File: config.mk
export PLATFORM = sky130hd
export DESIGN_NAME = pipe_hazard_ctrl
export DESIGN_NICKNAME = d
export VERILOG_FILES = /design/src/rtl/pipe_hazard_ctrl_pkg.sv /design/src/rtl/pipe_hazard_ctrl_load_use_detect.sv /design/src/rtl/pipe_hazard_ctrl.sv
export SDC_FILE = /design/constraint.sdc
export NUM_CORES = 1
export LEC_CHECK = 0
export BUFFER_PORTS_ARGS = -buffer_cell sky130_fd_sc_hd__buf_2
export CORE_MARGIN = 8
export CORE_UTILIZATION = 40
export DETAILED_ROUTE_END_ITERATION = 8
export PLACE_DENSITY = 0.88
export SYNTH_ARGS = -nofsm -noshare
export SYNTH_HDL_FRONTEND = slang
export SYNTH_SLANG_ARGS = --single-unit
File: constraint.sdc
create_clock -name clk -period 2.5 [get_ports clk]
set_input_delay 0.375 -clock clk [delete_from_list [all_inputs] [get_ports clk]]
set_output_delay 0.375 -clock clk [all_outputs]
set_load 0.1 [all_outputs]
File: src/rtl/pipe_hazard_ctrl_pkg.sv
// -----------------------------------------------------------------------------
// pipe_hazard_ctrl_pkg
// Shared widths, FSM encoding, trap cause codes and enable polarity for the
// pipeline hazard controller. Imported by pipe_hazard_ctrl and its
// load-use comparator.
// -----------------------------------------------------------------------------
package pipe_hazard_ctrl_pkg;

  localparam int PC_WIDTH           = 32;
  localparam int GPR_ADDR_WIDTH     = 5;
  localparam int DATA_WIDTH_ISA_EXP = 4;

  localparam logic ENABLE = 1'b1;

  // RISC-V mcause encodings used by the trap sequencer.
  localparam logic [DATA_WIDTH_ISA_EXP-1:0] EXP_EBREAK       = 4'd3;
  localparam logic [DATA_WIDTH_ISA_EXP-1:0] EXP_ACCESS_FAULT_CODE = 4'd5;
  localparam logic [DATA_WIDTH_ISA_EXP-1:0] EXP_ECALL        = 4'd11;

  typedef enum logic [1:0] {
    RUN      = 2'd0,
    MEM_WAIT = 2'd1,
    TRAP     = 2'd2,
    REDIRECT = 2'd3
  } state_t;

  // An explicit ISA exception outranks ecall/ebreak; ebreak outranks ecall.
  function automatic logic [DATA_WIDTH_ISA_EXP-1:0] trap_code(
    input logic [DATA_WIDTH_ISA_EXP-1:0] exp_code,
    input logic                          ebreak_en
  );
    if (exp_code != '0)  return exp_code;
    else if (ebreak_en)  return EXP_EBREAK;
    else                 return EXP_ECALL;
  endfunction

endpackage

File: src/rtl/pipe_hazard_ctrl_load_use_detect.sv
// -----------------------------------------------------------------------------
// pipe_hazard_ctrl_load_use_detect
// Combinational load-use comparator: flags when the instruction in ID reads
// the destination of a load still sitting in EX/MEM. x0 never hazards.
// Ports:
//   load_in_ex_mem       valid writing load in EX/MEM
//   ex_dst_addr          its destination register
//   id_rs1_addr/_used    ID source 1 and whether it is read
//   id_rs2_addr/_used    ID source 2 and whether it is read
//   hazard               1 = one bubble required
// -----------------------------------------------------------------------------
module pipe_hazard_ctrl_load_use_detect
  import pipe_hazard_ctrl_pkg::*;
(
  input  logic                      load_in_ex_mem,
  input  logic [GPR_ADDR_WIDTH-1:0] ex_dst_addr,
  input  logic [GPR_ADDR_WIDTH-1:0] id_rs1_addr,
  input  logic                      id_rs1_used,
  input  logic [GPR_ADDR_WIDTH-1:0] id_rs2_addr,
  input  logic                      id_rs2_used,
  output logic                      hazard
);

  assign hazard = load_in_ex_mem && (ex_dst_addr != '0) &&
                  ((id_rs1_used && (id_rs1_addr == ex_dst_addr)) ||
                   (id_rs2_used && (id_rs2_addr == ex_dst_addr)));

endmodule

File: src/rtl/pipe_hazard_ctrl.sv
// -----------------------------------------------------------------------------
// pipe_hazard_ctrl
// Central stall/flush sequencer for the 5-stage pipeline. Handles load-use
// bubbles, data-memory wait (with timeout to an access-fault trap), trap
// sequencing (flush -> commit -> redirect to mtvec) and taken-branch redirects.
//
// Parameters: MEM_TIMEOUT (2..255), EXP_ACCESS_FAULT (cause on timeout).
// Optional build macro: PIPE_HAZARD_CTRL_PERF_CNT_EN adds perf_loaduse_cnt,
//   perf_memwait_cnt and perf_trap_cnt (32-bit, wrapping).
//
// Ports:
//   clk, rst (sync, active high), cpu_en (low freezes FSM/counters)
//   id_*        : ID-stage sources and branch resolution
//   ex_*        : EX/MEM register contents (pc, dst, memory request, traps)
//   mem_ready   : data-memory handshake done
//   mtvec_base  : trap vector
//   *_stall / *_flush : pipeline register controls (flush dominates stall)
//   pc_redirect / redirect_pc : PC redirect request
//   trap_take / trap_cause / trap_epc : trap commit to the CSR unit
// -----------------------------------------------------------------------------
module pipe_hazard_ctrl
  import pipe_hazard_ctrl_pkg::*;
#(
  parameter int unsigned                     MEM_TIMEOUT      = 16,
  parameter logic [DATA_WIDTH_ISA_EXP-1:0]   EXP_ACCESS_FAULT = EXP_ACCESS_FAULT_CODE
) (
  input  logic                          clk,
  input  logic                          rst,
  input  logic                          cpu_en,
  input  logic [GPR_ADDR_WIDTH-1:0]     id_rs1_addr,
  input  logic [GPR_ADDR_WIDTH-1:0]     id_rs2_addr,
  input  logic                          id_rs1_used,
  input  logic                          id_rs2_used,
  input  logic                          id_branch_taken,
  input  logic [PC_WIDTH-1:0]           id_branch_target,
  input  logic                          load_in_ex_mem,
  input  logic [GPR_ADDR_WIDTH-1:0]     ex_dst_addr,
  input  logic                          ex_en,
  input  logic [PC_WIDTH-1:0]           ex_pc,
  input  logic                          ex_memory_rd_en,
  input  logic                          ex_memory_we_en,
  input  logic                          mem_ready,
  input  logic [DATA_WIDTH_ISA_EXP-1:0] ex_exp_code,
  input  logic                          ex_ebreak_en,
  input  logic                          ex_ecall_en,
  input  logic [PC_WIDTH-1:0]           mtvec_base,
  output logic                          if_stall,
  output logic                          id_stall,
  output logic                          ex_stall,
  output logic                          if_flush,
  output logic                          id_flush,
  output logic                          ex_flush,
  output logic                          mem_flush,
  output logic                          pc_redirect,
  output logic [PC_WIDTH-1:0]           redirect_pc,
  output logic                          trap_take,
  output logic [DATA_WIDTH_ISA_EXP-1:0] trap_cause,
  output logic [PC_WIDTH-1:0]           trap_epc
`ifdef PIPE_HAZARD_CTRL_PERF_CNT_EN
  ,
  output logic [31:0]                   perf_loaduse_cnt,
  output logic [31:0]                   perf_memwait_cnt,
  output logic [31:0]                   perf_trap_cnt
`endif
);

  state_t                          state_q, state_d;
  logic [7:0]                      wait_cnt_q, wait_cnt_d;
  logic [DATA_WIDTH_ISA_EXP-1:0]   trap_cause_q, trap_cause_d;
  logic [PC_WIDTH-1:0]             trap_epc_q, trap_epc_d;

  logic trap_req;
  logic mem_busy;
  logic mem_timeout;
  logic load_use;

  assign trap_req    = ex_en && (ex_ebreak_en || ex_ecall_en || (ex_exp_code != '0));
  assign mem_busy    = ex_en && (ex_memory_rd_en || ex_memory_we_en) && !mem_ready;
  assign mem_timeout = (wait_cnt_q == 8'(MEM_TIMEOUT));

  pipe_hazard_ctrl_load_use_detect u_load_use_detect (
    .load_in_ex_mem (load_in_ex_mem),
    .ex_dst_addr    (ex_dst_addr),
    .id_rs1_addr    (id_rs1_addr),
    .id_rs1_used    (id_rs1_used),
    .id_rs2_addr    (id_rs2_addr),
    .id_rs2_used    (id_rs2_used),
    .hazard         (load_use)
  );

  always_comb begin
    // NOTE: every signal driven here gets a default first so no path leaves
    // it unassigned, which would otherwise infer a latch.
    state_d      = state_q;
    wait_cnt_d   = wait_cnt_q;
    trap_cause_d = trap_cause_q;
    trap_epc_d   = trap_epc_q;
    if_stall     = 1'b0;
    id_stall     = 1'b0;
    ex_stall     = 1'b0;
    if_flush     = 1'b0;
    id_flush     = 1'b0;
    ex_flush     = 1'b0;
    mem_flush    = 1'b0;
    pc_redirect  = 1'b0;
    redirect_pc  = '0;
    trap_take    = 1'b0;

    unique case (state_q)
      RUN: begin
        if (trap_req) begin
          {if_flush, id_flush, ex_flush} = 3'b111;
          trap_cause_d = trap_code(ex_exp_code, ex_ebreak_en);
          trap_epc_d   = ex_pc;
          state_d      = TRAP;
        end else if (mem_busy) begin
          {if_stall, id_stall, ex_stall} = 3'b111;
          mem_flush  = 1'b1;
          wait_cnt_d = 8'd1;
          state_d    = MEM_WAIT;
        end else if (load_use) begin
          // Bubble goes into EX/MEM; the load advances so the hazard clears.
          if_stall = 1'b1;
          id_stall = 1'b1;
          ex_flush = 1'b1;
        end else if (id_branch_taken) begin
          pc_redirect = 1'b1;
          redirect_pc = id_branch_target;
          id_flush    = 1'b1;
        end
      end

      MEM_WAIT: begin
        {if_stall, id_stall, ex_stall} = 3'b111;
        mem_flush  = 1'b1;
        wait_cnt_d = (wait_cnt_q == 8'hFF) ? wait_cnt_q : wait_cnt_q + 8'd1;
        if (mem_ready) begin
          state_d = RUN;
        end else if (mem_timeout) begin
          {if_flush, id_flush, ex_flush} = 3'b111;
          trap_cause_d = EXP_ACCESS_FAULT;
          trap_epc_d   = ex_pc;
          state_d      = TRAP;
        end
      end

      TRAP: begin
        trap_take = 1'b1;
        {if_flush, id_flush, ex_flush, mem_flush} = 4'b1111;
        state_d   = REDIRECT;
      end

      REDIRECT: begin
        pc_redirect = 1'b1;
        redirect_pc = mtvec_base;
        if_flush    = 1'b1;
        state_d     = RUN;
      end

      default: state_d = RUN;
    endcase

    // Reset and freeze override whatever the FSM asked for.
    if (rst) begin
      {if_stall, id_stall, ex_stall}               = 3'b000;
      {if_flush, id_flush, ex_flush, mem_flush}    = 4'b0000;
      pc_redirect = 1'b0;
      trap_take   = 1'b0;
    end else if (cpu_en != ENABLE) begin
      {if_stall, id_stall, ex_stall}               = 3'b111;
      {if_flush, id_flush, ex_flush, mem_flush}    = 4'b0000;
      pc_redirect = 1'b0;
      trap_take   = 1'b0;
    end
  end

  // NOTE: state registers use non-blocking assignments so every flop samples
  // the pre-edge value of every other flop.
  always_ff @(posedge clk) begin
    if (rst) begin
      state_q      <= RUN;
      wait_cnt_q   <= '0;
      trap_cause_q <= '0;
      trap_epc_q   <= '0;
    end else if (cpu_en == ENABLE) begin
      state_q      <= state_d;
      wait_cnt_q   <= wait_cnt_d;
      trap_cause_q <= trap_cause_d;
      trap_epc_q   <= trap_epc_d;
    end
  end

  assign trap_cause = trap_cause_q;
  assign trap_epc   = trap_epc_q;

`ifdef PIPE_HAZARD_CTRL_PERF_CNT_EN
  logic loaduse_bubble;
  assign loaduse_bubble = (state_q == RUN) && !trap_req && !mem_busy && load_use;

  always_ff @(posedge clk) begin
    if (rst) begin
      perf_loaduse_cnt <= '0;
      perf_memwait_cnt <= '0;
      perf_trap_cnt    <= '0;
    end else if (cpu_en == ENABLE) begin
      if (loaduse_bubble)       perf_loaduse_cnt <= perf_loaduse_cnt + 32'd1;
      if (state_q == MEM_WAIT)  perf_memwait_cnt <= perf_memwait_cnt + 32'd1;
      if (state_q == TRAP)      perf_trap_cnt    <= perf_trap_cnt + 32'd1;
    end
  end
`endif

endmodule

### Word-level counts from Yosys, hierarchy flattened

Index checks and enable logic that the tools add are counted.

* bits in registers: 46
* bits of input ports: 128
* output and inout port bits: 77
* word-level logic and storage cells: 104

* add/sub/neg operators: 1
* equality and inequality tests: 15
* mux-type cells: 63
* reduce and logical (&&, ||, !) cells: 21

Operators by type and width (count)
* $mux 32: 7
* $pmux 32 s2: 2
* $mux 1: 32
* $mux 8: 3
* $mux 4: 5
* $pmux 8 s2: 1
* $ne 2x2->1 const B: 6
* $eq 5x5->1: 2
* $reduce_and 5->1: 2
* $pmux 1 s3: 3
* $add 8x1->8 const B: 1
* $eq 8x5->1 const B: 1
* $eq 8x8->1 const B: 1
* $mux 2: 4
* $pmux 1 s2: 4
* $pmux 2 s4: 1
* $pmux 4 s2: 1
* $logic_and 1x1->1: 7
* $ne 3x3->1 const B: 2
* $reduce_bool 5->1: 1
* $eq 2x2->1 const B: 2
* $logic_or 1x1->1: 4
* $reduce_bool 4->1: 1
* $reduce_or 2->1: 2
* 5 further kinds: 5

### Longest topological paths before layout

Gate-level depths: netlist (run 1).

* depth in word-level cells: 10
* depth in mapped cells: 10
* depth with buffers taken out: 7

### Hierarchy

From an unflattened synthesis (run 1), not the netlist that was laid out.

* cells, all modules: 332
* area, all modules: 2727.6 µm²

By module, submodules not included
* pipe_hazard_ctrl: times used 1, cells each 315, area an instance 2593.7 µm², sequential area each 920.9 µm²
* pipe_hazard_ctrl_load_use_detect: times used 1, cells each 17, area an instance 133.9 µm², sequential area each 0.0 µm²

### Worst setup path before layout (run 1)

No wires, ideal clock.

* kind: register -> output
* from: register state_q[0]
* to: output if_stall
* data arrival time: 3.559 ns
* required time: 2.125 ns
* setup slack: -1.434 ns
* stages on the path, launching flop included: 10
* buffers on the path: 2
* path through: dfxtp_1 inv_1 ha_1 buf_6 nor4b_1 a2bb2oi_1 o21a_1 nor2_1 or2_2 buf_4

* longest elaborated chain between the ends: 4
* elaborated cells between the ends (all ways): 5
* those cells by class: eq/ne: 1; mux: 3; reduce/logical: 1

RTL lines
* from (decl): RTL line pipe_hazard_ctrl.sv:67 `state_t state_q, state_d;`
* from (signal assigned): RTL line pipe_hazard_ctrl.sv:186 `state_q <= state_d;`
* $eq 2x1->1 / $logic_not 2->1 (equally long branches)
* $pmux 1 s2 *
* $mux 1 * (2 in a row)
* to (decl): RTL line pipe_hazard_ctrl.sv:47 `output logic if_stall,`

Mark *: on every way between the ends. The rest lies on a longest branch, timed or not.

### Final worst setup path (run 1)

* from: register state_q[1]
* to: output redirect_pc[6]

* longest elaborated chain between the ends: 2
* elaborated cells between the ends (all ways): 3
* those cells by class: eq/ne: 1; mux: 1; reduce/logical: 1

RTL lines
* $eq 2x2->1 / $logic_not 2->1 (equally long branches): RTL line pipe_hazard_ctrl.sv:109 `unique case (state_q)`
* $pmux 32 s2 *: RTL line pipe_hazard_ctrl.sv:109
* to (decl): RTL line pipe_hazard_ctrl.sv:55 `output logic [PC_WIDTH-1:0] redirect_pc,`

Marked as above.

==> results of run 1 <==
-- state kept, by name, indices dropped and copies added (netlist names) --
| name | cells |
|---|---|
| wait_cnt_q | 8 |
| state_q | 2 |
| trap_cause | 4 |
| trap_epc | 32 |
-- layout make-up --
cell class                 instances  area [um^2]  area share
multi-input combinational        226         1960       0.393
sequential                        46          928       0.187
inverter                           7         33.8     0.00679
timing repair buffer             224         1880       0.378
tap                               77         96.3      0.0194
clock buffer                       6         72.6      0.0146
clock inverter                     1         7.51     0.00151
-- cells by family after synthesis --
group | count (synthesis) | synth area share
adders and majority gates | 7 | 0.0335
muxes | 33 | 0.127
xor gates and xnor gates | 10 | 0.0335
buffers and inverters | 27 | 0.0479
AOI/OAI and AO/OA | 72 | 0.205
and+or+nand+nor | 104 | 0.200
DFF | 46 | 0.353
-- worst paths after layout --
path | endpoint | cells after the start
max reg2reg | wait_cnt_q[7]$_SDFFE_PP0P_ | 8
min | trap_epc[13]$_SDFFE_PP0P_ | 3
max | redirect_pc[6] | 10
min reg2reg | trap_cause[2]$_SDFFE_PP0P_ | 2
-- through the flow --
stage | hold slack, ns | total power, uW | instance area (um^2)
3_5_place_dp | 0.444 | 2370 | 4440
5_1_grt | 0.316 | 3030 | 4970
4_1_cts | 0.299 | 2870 | 4750
3_3_place_gp | 0.439 | 2340 | 4440
6_report | 0.308 | 2930 | 4970
2_1_floorplan | 0.460 | 1900 | 2720
-- synth_stat cells, drive strengths merged, types with 4 or more instances --
cell    count
a22o       32
xor2        8
clkbuf      9
nand2       8
inv         7
or4         4
mux2i      32
nor2       49
nand3       4
buf        11
o21ai      10
nand2b      4
nor3        7
nor4        6
a21oi      12
dfxtp      46
ha          7
or3         6
-- critical path: cells and delay by family, from the launching register on --
kind	cells	cell delay (ns)
AOI/OAI and AO/OA	3	0.50
adders and majority gates	1	0.15
buffers and inverters	4	0.54
DFF	1	0.36
and+or+nand+nor	2	0.46
-- power by group through the flow --
stage | clock network (uW) | logic (uW) | registers (uW)
3_5_place_dp | 0 | 1530 | 837
2_1_floorplan | 0 | 688 | 1210
3_3_place_gp | 0 | 1510 | 833
4_1_cts | 438 | 1610 | 819
6_report | 423 | 1680 | 819
5_1_grt | 463 | 1740 | 826
-- what timing repair did --
action | CTS | global route
pin swaps | 4 | 4
endpoints found under the setup margin | 38 | 38
cloned | 2 | 2
buffers inserted | 7 | 0
resized for setup | 24 | 23
-- per-layer routing --
| metal | wire length, um | vias to the layer above | share of wire | global-route usage |
|---|---|---|---|---|
| li1 | - | 1509 | - | - |
| met1 | 4520 | 1500 | 0.36 | 0.247 |
| met2 | 6650 | 180 | 0.53 | 0.440 |
| met3 | 1040 | 21 | 0.083 | 0.0654 |
| met4 | 327 | 0 | 0.026 | 0.0935 |
| met5 | 0 | - | 0 | 0 |
==> impl_summary.txt, run 1 <==
----------------------------------------------------
[Run status]
  Status ... finished with violations
  Violated checks ... setup timing

[STA]
  Max-slew headroom ... 0.630
  Setup-violating endpoint count in the final report ... 33
  Number of max-slew violations in the final report ... 0
  Max Clk Rate ... 0.371 GHz
  Period utilization ... 1.08
  Time the final worst path needs with I/O delays and setup ... 2.69 ns
  Worst Clk Skew ... 0.00290 ns
  PnR worst setup slack ... -0.194 ns
  Unrepaired setup endpoints after global routing ... true
  Worst Tran Pin Value ... 0.554 ns
  Final total negative setup slack ... -5.58 ns
  Number of hold violations in the final report ... 0

[Die]
  Initial cell density of the core ... 0.411
  Area inside the core boundary ... 6350 um^2
  Full die area ... 9370 um^2
  Ports placed on the boundary ... 205
  Die width ... 96.8 um
  Row Count ... 29
  Die Height ... 96.8 um

[Synthesis]
  Async SR Flop Fraction ... 0
  Netlist cell types ... 53
  Mean Syn Cell Area ... 8.73 um^2
  Largest area contributor in the netlist ... dfxtp_1
  Post-synthesis sequential element count ... 46
  Synth area leaders ... dfxtp_1 (35%), mux2i_1 (12%), a22o_1 (11%)
  Number of warnings reported in the yosys synthesis log ... 0
  Number of flops mapped to enable cells by yosys ... 0
  Register area share after synthesis ... 0.353
  Cell count after synthesis ... 299
  Post-synthesis net count ... 434
  Dominant register cell in the synthesized netlist ... dfxtp_1
  Summed instance area of the synthesized netlist ... 2610 um^2
  Area share of the largest cell type after synthesis ... 0.353

[Place]
  Post-Place Setup Slack ... -0.0199 ns
  Final HPWL DP ... 9.20 mm
  Global placement routability congestion ... 0.905
  Post-Place Cells ... 569
  Input/output buffers ... 204

[Layout]
  Layout Area Growth over Synthesis ... 90.5%
  Filler Cell Count ... 399
  Final core utilization ... 0.783
  Share of post-route cells with drive strength above 1 ... 0.563
  Final instance count without filler cells ... 587
  Layout net count ... 645
  Diode insertion count for antenna repair ... 0
  Most frequent cells in the layout ... buf_2 (164), nor2_1 (48), dfxtp_1 (44), buf_12 (42)
  Most common library cell in the layout ignoring fill and taps ... buf_2

[Critical path]
  Crit path cell chain ... inv_4, ha_4, nor4b_4, a2bb2oi_2, nor3b_2, o211a_1, buf_6, clkbuf_16, a22o_4, buf_12
  Data arrival time of the worst path ... 2.32 ns
  WP data required ... 2.12 ns
  CP max FO ... 8
  Standard cell with the maximum stage delay on the critical path ... dfxtp_4
  Worst setup path category ... register to primary output
  Critical path's largest stage delay ... 0.36 ns
  Startpoint of the lowest-slack register-to-register path ... state_q[1]$_SDFFE_PP0P_
  Type of origin of the critical path ... register
  Launching element of the worst setup path ... state_q[1]$_SDFFE_PP0P_
  R2R Setup Slk ... 0.21 ns
  Kind of end point of the critical path ... primary output

[CTS]
  Inserted Clock Buffers ... 5
  Clk Tree Root Cell ... clkbuf_8
  Clock sinks ... 46
  Clock latency of the later-clocked register in the worst-skew pair ... 0.29 ns
  Clock slew seen by the registers of the worst setup and hold paths ... 0.08 ns
  H-tree levels ... 2
  CTS tree ... yes
  CTS max path bufs ... 2
  Hold buffer count at cts ... 0

[GRT]
  All-Layer GR Usage ... 0.238
  Pin count of the biggest net entering global routing ... 45
  Congestion Overflow GR ... 0
  Antenna violations before repair ... 0
  Number of global-route vias before repair ... 3339
  Global-route wire length before repair ... 18.3 mm

[Run]
  Number of maximum-capacitance violations ... 0

[Pwr]
  Maximum vdd drop ... 0.585 mV
  Cell leakage power ... 0.00252 uW
  Cell area power density ... 588 nW/um^2
  Gate power share ... 0.575
  Share of total power consumed by net switching ... 0.472
  Switching component of the power ... 1380 uW
  P_int ... 1540 uW
  Seq pwr share ... 0.280
  Clock share of power ... 0.145

[Drt]
  DRC violation count after routing ... 0
  Average wire per standard cell ... 21.4 um
  Number of iterations in the first detailed-routing pass ... 4
  Number of nets with antenna violations after routing ... 0
  Via count of the routed design ... 3210
  Total routed wirelength ... 12.5 mm
  Initial DRC Count ... 106
  Vias per inst ... 5.47

[Min path]
  Worst min-delay path class ... primary input to register
  Worst Min Path Start ... ex_pc[13]

----------------------------------------------------
No activity file was read; power rests on OpenSTA's default activity.
==> inputs of run 2 (changes only) <==
--- a/config.mk
+++ b/config.mk
@@ -10,6 +10,7 @@
 export CORE_UTILIZATION = 40
 export DETAILED_ROUTE_END_ITERATION = 8
 export PLACE_DENSITY = 0.88
+export REMOVE_ABC_BUFFERS = 1
 export SYNTH_ARGS = -nofsm -noshare
 export SYNTH_HDL_FRONTEND = slang
 export SYNTH_SLANG_ARGS = --single-unit
==> run 2 against run 1 <==
Effect of this change:
- the run still ends with setup timing left
- sequential power hardly changed
- worst hold slack better by 0.0013 ns
- clock skew is 0.0030 ns higher
- worst setup slack better by 0.12 ns
- sequential cell count stayed put
- wire length is 3.2% higher
- clock-buffer cell count is 1 higher
- global-route usage is 0.58 points higher
- sequential share of layout area is 0.23 points higher
- final cell count is 0.51% higher
- register-to-register slack worse by 0.05 ns
- non-clock buffer count is 2 higher
- critical path type unchanged
- largest power group unchanged
==> impl_summary.txt, run 2 (synthesis results as in run 1) <==
----------------------------------------------------
[Drt]
  Initial DRC Count ... 97
  Via count of the routed design ... 3289
  Vias per inst ... 5.57
  Highest signal layer in the routed design ... met5
  Average wire per standard cell ... 21.9 um
  Number of iterations in the first detailed-routing pass ... 4
  DRC violation count after routing ... 0
  Total routed wirelength ... 12.9 mm
  Number of nets with antenna violations after routing ... 0
  Routed wire length on met3 ... 1.34 mm
  Wl on met1 ... 4.60 mm
  Metal2 WL ... 6.50 mm

[Place]
  Final HPWL DP ... 9.67 mm
  Post-Place Setup Slack ... 0.0448 ns
  Global placement routability congestion ... 0.894
  Cell area after placement ... 4380 um^2
  Input/output buffers ... 204

[Layout]
  Most frequent cells in the layout ... buf_2 (164), nor2_1 (48), dfxtp_1 (44), buf_12 (43), mux2i_1 (32)
  Filler Cell Count ... 392
  Final instance area ... 4890 um^2
  Share of post-route cells with drive strength above 1 ... 0.540
  Max reg flops ... 32
  Layout net count ... 647
  Most common library cell in the layout ignoring fill and taps ... buf_2
  Final core utilization ... 0.769
  Layout Area Growth over Synthesis ... 87.1%
  Diode insertion count for antenna repair ... 0

[Die]
  Die Height ... 96.8 um
  Initial cell density of the core ... 0.411
  Die width ... 96.8 um
  Full die area ... 9370 um^2
  Row Count ... 29
  Ports placed on the boundary ... 205
  Area inside the core boundary ... 6350 um^2

[Critical path]
  Startpoint of the lowest-slack register-to-register path ... state_q[1]$_SDFFE_PP0P_
  Reg2reg end ... wait_cnt_q[7]$_SDFFE_PP0P_
  Kind of end point of the critical path ... primary output
  Standard cell with the maximum stage delay on the critical path ... dfxtp_2
  CP max FO ... 8
  Type of origin of the critical path ... register
  Data arrival time of the worst path ... 2.19 ns
  WP data required ... 2.12 ns
  Crit path cell chain ... inv_2, ha_4, nor4b_4, a2bb2oi_2, nor3b_2, o211a_1, buf_6, buf_16, a22o_1, buf_12
  Worst setup path category ... register to primary output
  R2R Setup Slk ... 0.16 ns
  Critical path's largest stage delay ... 0.33 ns
  Number of cells on the worst reg-to-reg path ... 9

[CTS]
  Inserted Clock Buffers ... 5
  CTS max path bufs ... 2
  Clock latency of the later-clocked register in the worst-skew pair ... 0.30 ns
  Hold buffer count at cts ... 0
  Clock slew seen by the registers of the worst setup and hold paths ... 0.08 ns
  Clk Tree Root Cell ... clkbuf_8
  H-tree levels ... 2
  Clock sinks ... 46
  CTS tree ... yes

[GRT]
  Number of global-route vias before repair ... 3457
  All-Layer GR Usage ... 0.244
  Congestion Overflow GR ... 0
  Pin count of the biggest net entering global routing ... 49
  Antenna violations before repair ... 1
  Global-route wire length before repair ... 18.8 mm

[Min path]
  WHS Path Cells ... 3
  Worst Min Path Start ... ex_pc[23]
  Worst min-delay path class ... primary input to register
  Terminating pin of the worst hold path ... trap_epc[23]$_SDFFE_PP0P_

[Run status]
  Violated checks ... setup timing
  Status ... finished with violations

[Pwr]
  Maximum vdd drop ... 0.710 mV
  Cell area power density ... 603 nW/um^2
  Cell leakage power ... 0.00247 uW

[STA]
  Period utilization ... 1.03
  Worst Tran Pin Value ... 0.814 ns
  Number of hold violations in the final report ... 0
  Number of max-slew violations in the final report ... 0
  Time the final worst path needs with I/O delays and setup ... 2.57 ns
  Worst Clk Skew ... 0.00592 ns
  Max-slew headroom ... 0.455
  Setup-violating endpoint count in the final report ... 29
  Max Clk Rate ... 0.389 GHz
  PnR worst setup slack ... -0.0696 ns
  Unrepaired setup endpoints after global routing ... true

[Run]
  Number of maximum-capacitance violations ... 0

----------------------------------------------------
[run 2: changes by cell type in the layout (fill, tap and decap cells not counted), moves of 2 or more]
cell     before  now
a22o_1        0   11
a22o_4       32   21
dfxtp_2       0    2
dfxtp_4       2    0
inv_2         0    2
inv_4         3    1
[run 2: worst max-delay path by stage]
stage | startpoint | endpoint | slack (ns) | cells past startpoint
finish | state_q[0]$_SDFFE_PP0P_ | redirect_pc[4] | -0.07 | 10
global route | state_q[0]$_SDFFE_PP0P_ | redirect_pc[23] | -0.15 | 10
CTS | state_q[1]$_SDFFE_PP0P_ | id_flush | -0.05 | 9
detailed placement | ex_dst_addr[0] | id_flush | 0.04 | 7
global placement | ex_dst_addr[0] | id_flush | -0.01 | 7
floorplan | state_q[0]$_SDFFE_PP0P_ | id_stall | -1.44 | 7
[run 2: report_power, final]
| group | switching [uW] | internal [uW] | leakage, uW |
|---|---|---|---|
| Combinational | 1110 | 558 | 0.00205 |
| Clock | 236 | 223 | 0.0000482 |
| Sequential | 30.6 | 790 | 0.000376 |
| Total | 1380 | 1570 | 0.00247 |
[run 2: layout make-up]
class / instances / area (um^2) / share of cell area
Sequential cell: 46 / 923 / 0.189
Clock buffer: 7 / 86.3 / 0.0177
Clock inverter: 1 / 5.00 / 0.00102
Multi-Input combinational cell: 226 / 1840 / 0.376
Tap cell: 77 / 96.3 / 0.0197
Inverter: 7 / 28.8 / 0.00589
Timing Repair Buffer: 226 / 1910 / 0.391
[run 2: what timing repair did]
| item | in CTS | in global routing |
|---|---|---|
| setup endpoints to repair | 39 | 42 |
| pin swaps | 6 | 10 |
| cloned | 2 | 2 |
| resized for setup | 20 | 26 |
| buffers inserted | 4 | 0 |
[run 2: metal layers]
layer | GRT usage | vias up
met4 | 0.0911 | 2
met2 | 0.438 | 209
met1 | 0.244 | 1535
met5 | 0 | -
li1 | - | 1516
met3 | 0.104 | 27
[run 2: critical path, delay by kind of cell, from the launching register on]
kind                     cells  cell delay, ns
AO/OA/AOI/OAI                3            0.51
adder cells (fa/ha/maj)      1            0.15
buffers and inverters        4            0.54
flip-flops                   1            0.33
AND/OR/NAND/NOR              2            0.36
[run 2: through the flow]
| step | TNS [ns] | hold WS, ns | instances | power, uW |
|---|---|---|---|---|
| 2_1_floorplan | -77.66 | 0.444 | 279 | 1850 |
| 3_3_place_gp | -0.0123 | 0.440 | 574 | 2330 |
| 3_5_place_dp | 0 | 0.452 | 574 | 2360 |
| 4_1_cts | -0.938 | 0.308 | 588 | 2890 |
| 5_1_grt | -3.50 | 0.323 | 590 | 3040 |
| 6_report | -1.04 | 0.310 | 590 | 2950 |
==> inputs of run 3 (changes only) <==
--- a/config.mk
+++ b/config.mk
@@ -5,9 +5,10 @@
 export SDC_FILE = /design/constraint.sdc
 export NUM_CORES = 1
 export LEC_CHECK = 0
+export ABC_AREA = 1
 export BUFFER_PORTS_ARGS = -buffer_cell sky130_fd_sc_hd__buf_2
 export CORE_MARGIN = 8
-export CORE_UTILIZATION = 40
+export CORE_UTILIZATION = 43
 export DETAILED_ROUTE_END_ITERATION = 8
 export PLACE_DENSITY = 0.88
 export REMOVE_ABC_BUFFERS = 1
==> run 3 against run 2 <==
Effect of this change:
- the flow now finishes without violations
- synthesized cell count is 88% higher
- non-clock buffer count down 8
- maximum frequency up 7.8%
- critical endpoint is now redirect_pc[18]
- largest power group unchanged
- highest routed layer is now met4
==> impl_summary.txt, run 3 <==
----------------------------------------------------
[Layout]
  Diode insertion count for antenna repair ... 0
  Share of post-route cells with drive strength above 1 ... 0.354
  Seq. cell area ... 923 um^2
  Layout Area Growth over Synthesis ... 59.8%
  Layout net count ... 899
  Max reg flops ... 32
  Filler Cell Count ... 597
  Combined area of the multi-input logic cells ... 1790 um^2
  Most frequent cells in the layout ... nor2_1 (174), buf_2 (164), inv_1 (97), nand2_1 (92), dfxtp_1 (44)
  Final instance count without filler cells ... 864
  Most common library cell in the layout ignoring fill and taps ... nor2_1

[Die]
  Full die area ... 10400 um^2
  Die width ... 102 um
  Die Height ... 102 um
  Area inside the core boundary ... 7210 um^2
  Ports placed on the boundary ... 205
  Initial cell density of the core ... 0.441
  Row Count ... 31

[Drt]
  Initial DRC Count ... 181
  Number of nets with antenna violations after routing ... 0
  Total routed wirelength ... 12.0 mm
  Via count of the routed design ... 3994
  Number of iterations in the first detailed-routing pass ... 5
  Vias per inst ... 4.62
  Average wire per standard cell ... 13.9 um
  DRC violation count after routing ... 0

[Synthesis]
  Async SR Flop Fraction ... 0
  Area share of the largest cell type after synthesis ... 0.290
  Netlist cell types ... 30
  Largest area contributor in the netlist ... dfxtp_1
  Summed instance area of the synthesized netlist ... 3180 um^2
  Leading cell type by number of instances after synthesis ... nor2_1
  Number of flops mapped to enable cells by yosys ... 0
  Commonest cells in the netlist ... nor2_1 (190), inv_1 (99), nand2_1 (93), dfxtp_1 (46), o21ai_0 (35)
  Post-synthesis sequential element count ... 46
  Cell count after synthesis ... 563
  Synth area leaders ... dfxtp_1 (29%), nor2_1 (22%), inv_1 (12%)
  Number of warnings reported in the yosys synthesis log ... 0
  Mean Syn Cell Area ... 5.64 um^2
  Dominant register cell in the synthesized netlist ... dfxtp_1
  Register area share after synthesis ... 0.290

[Critical path]
  CP max FO ... 6
  Kind of end point of the critical path ... primary output
  WP data required ... 2.12 ns
  Data arrival time of the worst path ... 2.01 ns
  Worst setup path category ... register to primary output
  Type of origin of the critical path ... register

[CTS]
  Clk Tree Root Cell ... clkbuf_8
  H-tree levels ... 2
  Clock slew seen by the registers of the worst setup and hold paths ... 0.09 ns
  Hold buffer count at cts ... 0
  Clock latency of the later-clocked register in the worst-skew pair ... 0.30 ns
  Clock sinks ... 46
  CTS tree ... yes
  CTS max path bufs ... 2
  Inserted Clock Buffers ... 5

[Pwr]
  Cell area power density ... 632 nW/um^2
  Maximum vdd drop ... 0.584 mV
  Cell leakage power ... 0.00294 uW

[GRT]
  Antenna violations before repair ... 0
  Pin count of the biggest net entering global routing ... 35
  Number of global-route vias before repair ... 3928
  All-Layer GR Usage ... 0.221
  Global-route wire length before repair ... 18.5 mm
  Congestion Overflow GR ... 0

[STA]
  Period utilization ... 0.954
  Number of max-slew violations in the final report ... 0
  PnR worst setup slack ... 0.115 ns
  Max-slew headroom ... 0.638
  Max Clk Rate ... 0.419 GHz
  Time the final worst path needs with I/O delays and setup ... 2.38 ns
  Number of hold violations in the final report ... 0
  Unrepaired setup endpoints after global routing ... true
  Worst Clk Skew ... 0.00419 ns
  Setup-violating endpoint count in the final report ... 0
  Worst Tran Pin Value ... 0.542 ns

[Place]
  Final HPWL DP ... 9.66 mm
  Global placement routability congestion ... 0.888
  Post-Place Cells ... 854
  Input/output buffers ... 204
  Post-Place Setup Slack ... 0.0712 ns

[Run]
  Number of maximum-capacitance violations ... 0

[Min path]
  Worst min-delay path class ... primary input to register

[Run status]
  Status ... finished clean

----------------------------------------------------
[run 3: cell types whose count changed in the layout (fill, tap and decap cells not counted), sizes merged, moves of 32 or more]
cell,previous run,this run
nor2,49,194
inv,7,107
nand2,8,94
o21ai,10,46
a22o,32,0
mux2i,32,0
[run 3: cell families after synthesis]
logic type / synth area share
compound gates: 0.107
xor+xnor: 0.00827
fa+ha+maj: 0.0276
buf+inv: 0.170
flops: 0.290
simple gates: 0.397
[run 3: timing repair]
item,CTS,global route
setup buffers,0,1
gates cloned,1,0
pin swaps,1,2
resized for setup,5,24
endpoints found under the setup margin,10,30
endpoints found under the hold margin,0,0
[run 3: where the power goes]
part / switching, uW / internal, uW
Sequential: 45.0 / 821
Combinational: 1380 / 455
Clock: 252 / 254
Total: 1680 / 1530
[run 3: worst paths after layout]
check	to	cells after the start	startpoint	slack (ns)
setup reg to reg	trap_epc[7]$_SDFFE_PP0P_	11	wait_cnt_q[0]$_SDFFE_PP0P_	0.64
hold reg to reg	trap_cause[2]$_SDFFE_PP0P_	2	trap_cause[2]$_SDFFE_PP0P_	0.48
hold / removal	trap_epc[6]$_SDFFE_PP0P_	3	ex_pc[6]	0.29
setup / recovery	redirect_pc[18]	10	state_q[0]$_SDFFE_PP0P_	0.12
[run 3: layout make-up]
| type | instances | area share |
|---|---|---|
| clock buffer | 7 | 0.0190 |
| multi-input combinational | 386 | 0.353 |
| timing repair buffer | 218 | 0.341 |
| clock inverter | 1 | 0.00172 |
| tap | 99 | 0.0244 |
| inverter | 107 | 0.0791 |
| sequential | 46 | 0.182 |
[run 3: routing by layer]
metal,vias up,routed length [um],GRT usage,part of all wire
met5,-,0,0,0
met4,0,342,0.0779,0.029
met3,26,1370,0.0743,0.11
met2,178,5950,0.410,0.50
met1,1723,4330,0.225,0.36
li1,2067,-,-,-
[run 3: worst max-delay path, stage by stage (launching register included)]
cell and delay, ns:
dfxtp_2 0.35, inv_2 0.07, ha_2 0.18, inv_2 0.07
nor2_8 0.15, nand4_4 0.15, buf_4 0.18, nor2_1 0.07
nor2_1 0.04, nor2_1 0.22, buf_12 0.21
[run 3: stage by stage]
step | utilization | area, um^2 | setup TNS (ns) | power [uW] | hold slack (ns)
finish | 0.704 | 5080 | 0 | 3210 | 0.294
detailed placement | 0.677 | 4880 | 0 | 2680 | 0.470
CTS | 0.695 | 5010 | 0 | 3190 | 0.293
global placement | 0.677 | 4880 | 0 | 2660 | 0.453
floorplan | - | 3040 | -27.19 | 2140 | 0.444
global route | 0.704 | 5080 | -0.0134 | 3350 | 0.289
